`src/rtl/panda_ram_arbiter.sv`:
```
// panda_ram_arbiter: two requesters sharing one single-port RAM, one access per cycle.
// Define PANDA_RAM_ARB_FIXED_PRIO_EN to make port 0 always win on contention.
module panda_ram_arbiter #(
    parameter int DataWidth = 32,
    parameter int Depth     = 64,
    localparam int AW       = $clog2(Depth),
    localparam int BW       = DataWidth / 8
) (
    input  logic                      clk_i,
    input  logic                      rst_i,
    input  logic [1:0]                req_i,
    input  logic [1:0][BW-1:0]        we_i,
    input  logic [1:0][AW-1:0]        addr_i,
    input  logic [1:0][DataWidth-1:0] wdata_i,
    output logic [1:0]                gnt_o,
    output logic [1:0]                rvalid_o,
    output logic [DataWidth-1:0]      rdata_o,
    output logic                      ram_ce_o,
    output logic [BW-1:0]             ram_we_o,
    output logic [AW-1:0]             ram_addr_o,
    output logic [DataWidth-1:0]      ram_data_o,
    input  logic [DataWidth-1:0]      ram_data_i
);

    logic [1:0] gnt;
    logic       sel;
    logic [1:0] rvalid_d, rvalid_q;

`ifndef PANDA_RAM_ARB_FIXED_PRIO_EN
    logic prio_q, prio_d;
`endif

    // Pick the winner: a lone requester always wins, contention goes to the favoured port
    always_comb begin
        gnt = 2'b00;
        if (!rst_i) begin
            case (req_i)
                2'b01:   gnt = 2'b01;
                2'b10:   gnt = 2'b10;
`ifdef PANDA_RAM_ARB_FIXED_PRIO_EN
                2'b11:   gnt = 2'b01;
`else
                2'b11:   gnt = prio_q ? 2'b10 : 2'b01;
`endif
                default: gnt = 2'b00;
            endcase
        end
    end

    assign sel = gnt[1];

    // Steer the granted port onto the RAM; an idle cycle drives all zeros
    always_comb begin
        ram_ce_o   = 1'b0;
        ram_we_o   = '0;
        ram_addr_o = '0;
        ram_data_o = '0;
        if (gnt != 2'b00) begin
            ram_ce_o   = 1'b1;
            ram_we_o   = we_i[sel];
            ram_addr_o = addr_i[sel];
            ram_data_o = wdata_i[sel];
        end
    end

    // A granted read returns its data one cycle later; writes never answer
    always_comb begin
        rvalid_d[0] = gnt[0] & ~(|we_i[0]);
        rvalid_d[1] = gnt[1] & ~(|we_i[1]);
    end

    // Track which port owns the RAM read data arriving next cycle
    always_ff @(posedge clk_i or posedge rst_i) begin
        if (rst_i) begin
            rvalid_q <= 2'b00;
        end else begin
            rvalid_q <= rvalid_d;
        end
    end

`ifndef PANDA_RAM_ARB_FIXED_PRIO_EN
    // The loser of the last grant is favoured next; idle cycles keep the pointer
    always_comb begin
        prio_d = prio_q;
        if (gnt[0]) begin
            prio_d = 1'b1;
        end else if (gnt[1]) begin
            prio_d = 1'b0;
        end
    end

    // Round-robin pointer, starting in favour of port 0
    always_ff @(posedge clk_i or posedge rst_i) begin
        if (rst_i) begin
            prio_q <= 1'b0;
        end else begin
            prio_q <= prio_d;
        end
    end
`endif

    assign gnt_o    = gnt;
    assign rvalid_o = rvalid_q;
    assign rdata_o  = (|rvalid_q) ? ram_data_i : '0;

endmodule

```
`config.mk`:
```
export PLATFORM = sky130hd
export DESIGN_NAME = panda_ram_arbiter
export DESIGN_NICKNAME = d
export VERILOG_FILES = /design/src/rtl/panda_ram_arbiter.sv
export SDC_FILE = /design/constraint.sdc
export NUM_CORES = 1
export LEC_CHECK = 0
export CORE_MARGIN = 3
export CORE_UTILIZATION = 27
export CTS_CLUSTER_SIZE = 40
export DETAILED_ROUTE_END_ITERATION = 10
export GPL_TIMING_DRIVEN = 0
export PLACE_DENSITY = 0.83
export RECOVER_POWER = 100
export SLEW_MARGIN = 20
export SYNTH_ARGS = -nofsm -noshare
export SYNTH_HDL_FRONTEND = slang
export SYNTH_SLANG_ARGS = --single-unit
```
`constraint.sdc`:
```
create_clock -name clk_i -period 2 [get_ports clk_i]
set_input_delay 0.4 -clock clk_i [delete_from_list [all_inputs] [get_ports clk_i]]
set_output_delay 0.4 -clock clk_i [all_outputs]
set_load 0.01 [all_outputs]
```
* Word level (Yosys, flattened, before mapping) *
Cells that the tools add are included.

storage, ports and cells
  register bits after elaboration = 3
  input port bits = 120
  output and inout port bits = 79
  word-level logic and storage cells = 30

cells by class
  bitwise operators = 4
  muxes and demuxes = 16
  equal/unequal tests = 3
  $lt $le $gt $ge = 1
  reduce and logical (&&, ||, !) cells = 4

operators with widths
  operator            number
  $mux 32             4
  $mux 6              3
  $mux 4              3
  $reduce_or 4->1     2
  $pmux 2 s3          1
  $eq 2x2->1 const B  2
  $mux 2              2
  $mux 1              3
  $and 1x1->1         2
  $eq 2x1->1 const B  1
  $lt 1x2->1 const B  1
  $not 1->1           2
  $reduce_bool 2->1   1
  $reduce_or 2->1     1

* Depth between registers and ports, before layout *
  depth after elaboration = 6
  gate-level depth with buffers = 6
  depth with buffers taken out = 3

* Least setup slack after synthesis *
No wires, ideal clock.

  kind = input -> output
  start point = input req_i[1]
  end point = output ram_addr_o[0]
  data required time = 1.600 ns
  cell stages on the path = 6
  arrival = 1.362 ns
  setup slack = 0.238 ns
  cells stage by stage = nor2b_1 -> buf_2 -> and2_4 -> buf_12 -> buf_12 -> o41ai_2

between the ends
  cells in the longest elaborated chain, start to end = 6
  elaborated cells on any way between the ends = 9
  those cells by class = 3 x eq/ne; 5 x mux; 1 x reduce/logical

ends and longest elaborated chain
  element                                          RTL line  text
  from (decl)                                      11        input logic [1:0] req_i,
  $eq 2x2->1 / $eq 2x1->1 (equally long branches)  37        case (req_i)
  $pmux 2 s3 *                                     37
  $mux 2 *                                         36        if (!rst_i) begin
  named net gnt_o[1]                               15        output logic [1:0] gnt_o,
  $mux 6 (implied by the code) (2 in series)       61        ram_addr_o = addr_i[sel];
  $mux 6 *                                         58        if (gnt != 2'b00) begin
  to (decl)                                        20        output logic [AW-1:0] ram_addr_o,

The timed path passes the listed nets; every way through them passes the cells marked *. The select of a mux whose other input is x is not followed.

* Worst setup path in the final report *
  start point = register prio_q
  end point = output ram_data_o[19]

between the ends
  cells in the longest elaborated chain, start to end = 6
  elaborated cells on any way between the ends = 7
  those cells by class = 6 x mux; 1 x reduce/logical

ends and longest elaborated chain
  element                                      RTL line  text
  from (decl)                                  30        logic prio_q, prio_d;
  from (signal assigned)                       97        prio_q <= prio_d;
  $mux 2 *                                     43        2'b11: gnt = prio_q ? 2'b10 : 2'b01;
  $pmux 2 s3 *                                 37
  $mux 2 *                                     36
  $mux 32 (implied by the code) (2 in series)  62        ram_data_o = wdata_i[sel];
  $mux 32 *                                    58
  to (decl)                                    21        output logic [DataWidth-1:0] ram_data_o,

Mark *: on every way between the ends. The rest lies on a longest branch, timed or not. The select of a mux whose other input is x is not followed.

==> impl_metrics.csv <==
group,metric,value,unit
place,portBuffers,198,
cts,clockBufferDepth,2,
cts,insertion_delay,220,ps
sta,fmaxAchievable,485.9,MHz
die,die_area,7027,um^2
finish,final_cell_mix,"clkdlybuf4s50_1 (143), buf_2 (45), inv_1 (43)",
cts,cts_sinks,3,
cts,cts_max_level,1,
yosys,yosys.area_share.simple,0.2961,
cts,postCtsHoldBufs,0,
yosys,yosysWarnings,0,
outcome,status,"finished, violations left",
cts,tritoncts,"yes",
pwr,power_leakage,1.933,nW
sta,worst_slew_pin_slew,368.8,ps
grt,globalRouteTotalUtil,0.2116,
detailed_routing,drc,0,
cts,cts_root_buffer,"clkbuf_8",
detailed_routing,vias,2415,
grt,grt_overflow,0,
yosys,yosysSeqAreaShare,0.04591,
critical_path,start_kind,"register",
critical_path,critPathKind,"reg2out",
yosys,synth-xor-area-share,0,
critical_path,crit_path_end_kind,"primary output",
critical_path,reg2reg_slack,840,ps
sta,clock_skew,0.2469,ps
finish,area_growth,140.6,%
yosys,syn_area,1635,um^2
finish,final_common_cell,"clkdlybuf4s50_1",
grt,antenna_found_initial,0,
sta,finalCritPeriodShare,1.029,
pwr,power,1.081,mW
die,die_w,83.83,um
detailed_routing,avgViaCountPerCell,4.969,
critical_path,crit_required,1600,ps
yosys,synth_cell_types,22,
detailed_routing,antenna_left,0,
critical_path,critPathSlowestCell,"dfrtp_1",
sta,relSlewSlack,0.7542,
yosys,synth_compound_area_frac,0.4231,
critical_path,cpPeakStageDelay,390,ps
sta,slew_violations,0,
outcome,violations,"setup timing",
sta,whs,532.9,ps
finish,antennaDiodeCount,0,
die,design.core.area,5675,um^2
grt,grt_pass1_vias,2401,
yosys,synthAdderAreaFrac,0,
yosys,muxShareOfSynthArea,0,
sta,min_period,2058,ps
sta,layout_setup_ws,-58.16,ps
finish,drive_gt1_frac,0.3164,
cts,clk_pin_slew_worst_paths,30,ps
die,ioPinCount,199,
yosys,synth_top_family_by_area,"compound AO/OA/AOI/OAI gates",
place,place_congestion,0.9194,
sta,rsz0062_at_grt,"yes",
grt,grt_max_degree,11,
sta,hold_violations,0,
yosys,mappedNetlistNets,324,
finish,layout.nets,535,
detailed_routing,first_pass_iters,6,
yosys,avgSynthCellArea,8.016,um^2
pwr,p_per_area,274.8,nW/um^2
pwr,irDropWorstVdd,0.0001854,V
cts,cts_buffers,3,
yosys,netlist_instances,204,
min_path,hold_path_class,"reg2reg",
place,hpwl,6250,um
die,die_y,83.83,um
job,cap_violations,0,
detailed_routing,detail_route.wl_per_cell,16.47,um
detailed_routing,first_iter_violations,44,
critical_path,crit_fanout,10,
sta,setup_viol_count_final,33,
yosys,ys_ff_latch,3,
critical_path,cp_cell_sequence,"nand2b_4 > and2_4 > buf_6 > buf_12 > o41ai_4 > buf_2",
critical_path,crit_arrival,1660,ps
detailed_routing,wl,8006,um
die,rows,27,
die,initial_core_util,0.2881,
grt,grt_first_pass_wirelength,12060,um
==> Yosys cell counts <==
library cell	instances	area, um^2
buf_4	1	7.510
nand2b_1	1	6.260
inv_1	42	157.7
and4_1	1	8.760
and2_4	1	8.760
buf_6	1	11.26
nor2_1	4	15.01
and2_1	1	6.260
nor4_1	1	6.260
buf_2	8	40.04
and3_1	1	6.260
o22a_1	1	8.760
dfrtp_1	3	75.07
nand3_1	42	210.2
nor2b_1	34	212.7
dlygate4sd1_1	3	26.28
buf_1	3	11.26
o41ai_2	42	683.2
inv_2	1	3.750
nand2_1	1	3.750
buf_12	5	100.1
clkbuf_1	7	26.28
==> power by group <==
| group | total (mW) | internal [mW] | switching, mW |
|---|---|---|---|
| logic | 0.829 | 0.480 | 0.349 |
| clock network | 0.182 | 0.136 | 0.0460 |
| registers | 0.0695 | 0.0655 | 0.00399 |
| total | 1.08 | 0.682 | 0.399 |
==> state kept, by name (all words and copies together) (netlist names) <==
signal and cells:
prio_q 1, rvalid_o 2
==> worst max-delay path: cells and delay by family, from the launching register on <==
family	cells	cell delay, ps
flip-flops	1	390
buffers and inverters	3	470
AND/OR/NAND/NOR	2	370
AO/OA/AOI/OAI	1	210
==> area by class of cell <==
class                      instances  area, um^2
fill                             458        1742
timing repair buffer             209        1901
multi-input combinational        130        1400
buffer                            25       261.5
sequential                         3       75.07
inverter                          43       161.4
tap                               72       90.09
clock buffer                       4       45.04
==> per-layer routing <==
layer	track usage	up-vias	wire length, um
met3	0.06120	13	691
li1	-	1141	-
met5	0	-	0
met4	0.06140	0	180
met2	0.4129	132	4358
met1	0.2143	1129	2776
==> path summary, 6_finish.rpt <==
path                             endpoint  cells past startpoint    from
max                        ram_data_o[19]                      6  prio_q
min                                prio_q                      1  prio_q
max reg2reg                   rvalid_o[1]                      4  prio_q
min reg2reg                        prio_q                      1  prio_q
max in group asynchronous     rvalid_o[1]                      4   rst_i
min in group asynchronous          prio_q                      4   rst_i
==> cell families (layout without fill, tap and decap cells) <==
group	Yosys count	in the layout
AO/OA/AOI/OAI	43	43
flip-flops	3	3
buffers and inverters	71	281
AND/OR/NAND/NOR	87	87
==> stage by stage <==
step	setup slack (ps)	cell area, um^2	utilization	instances	TNS [ps]
finish	-58.16	3934	0.6931	486	-822.5
global route	-121.1	3934	0.6931	486	-3129
CTS	-72.08	3781	0.6662	486	-1296
detailed placement	-892.6	3707	0.6532	474	-37070
global placement	-878.8	3707	0.6532	474	-36130
floorplan	237.6	1635	-	204	0
==> what timing repair did <==
action / CTS / global route
endpoints found under the setup margin: 75 / 57
pin swaps: 2 / 1
buffers inserted: 8 / 2
gates resized for setup: 234 / 26
hold endpoints to repair: 0 / 0
gates cloned: 2 / 0
(Power assumes the default switching activity.)
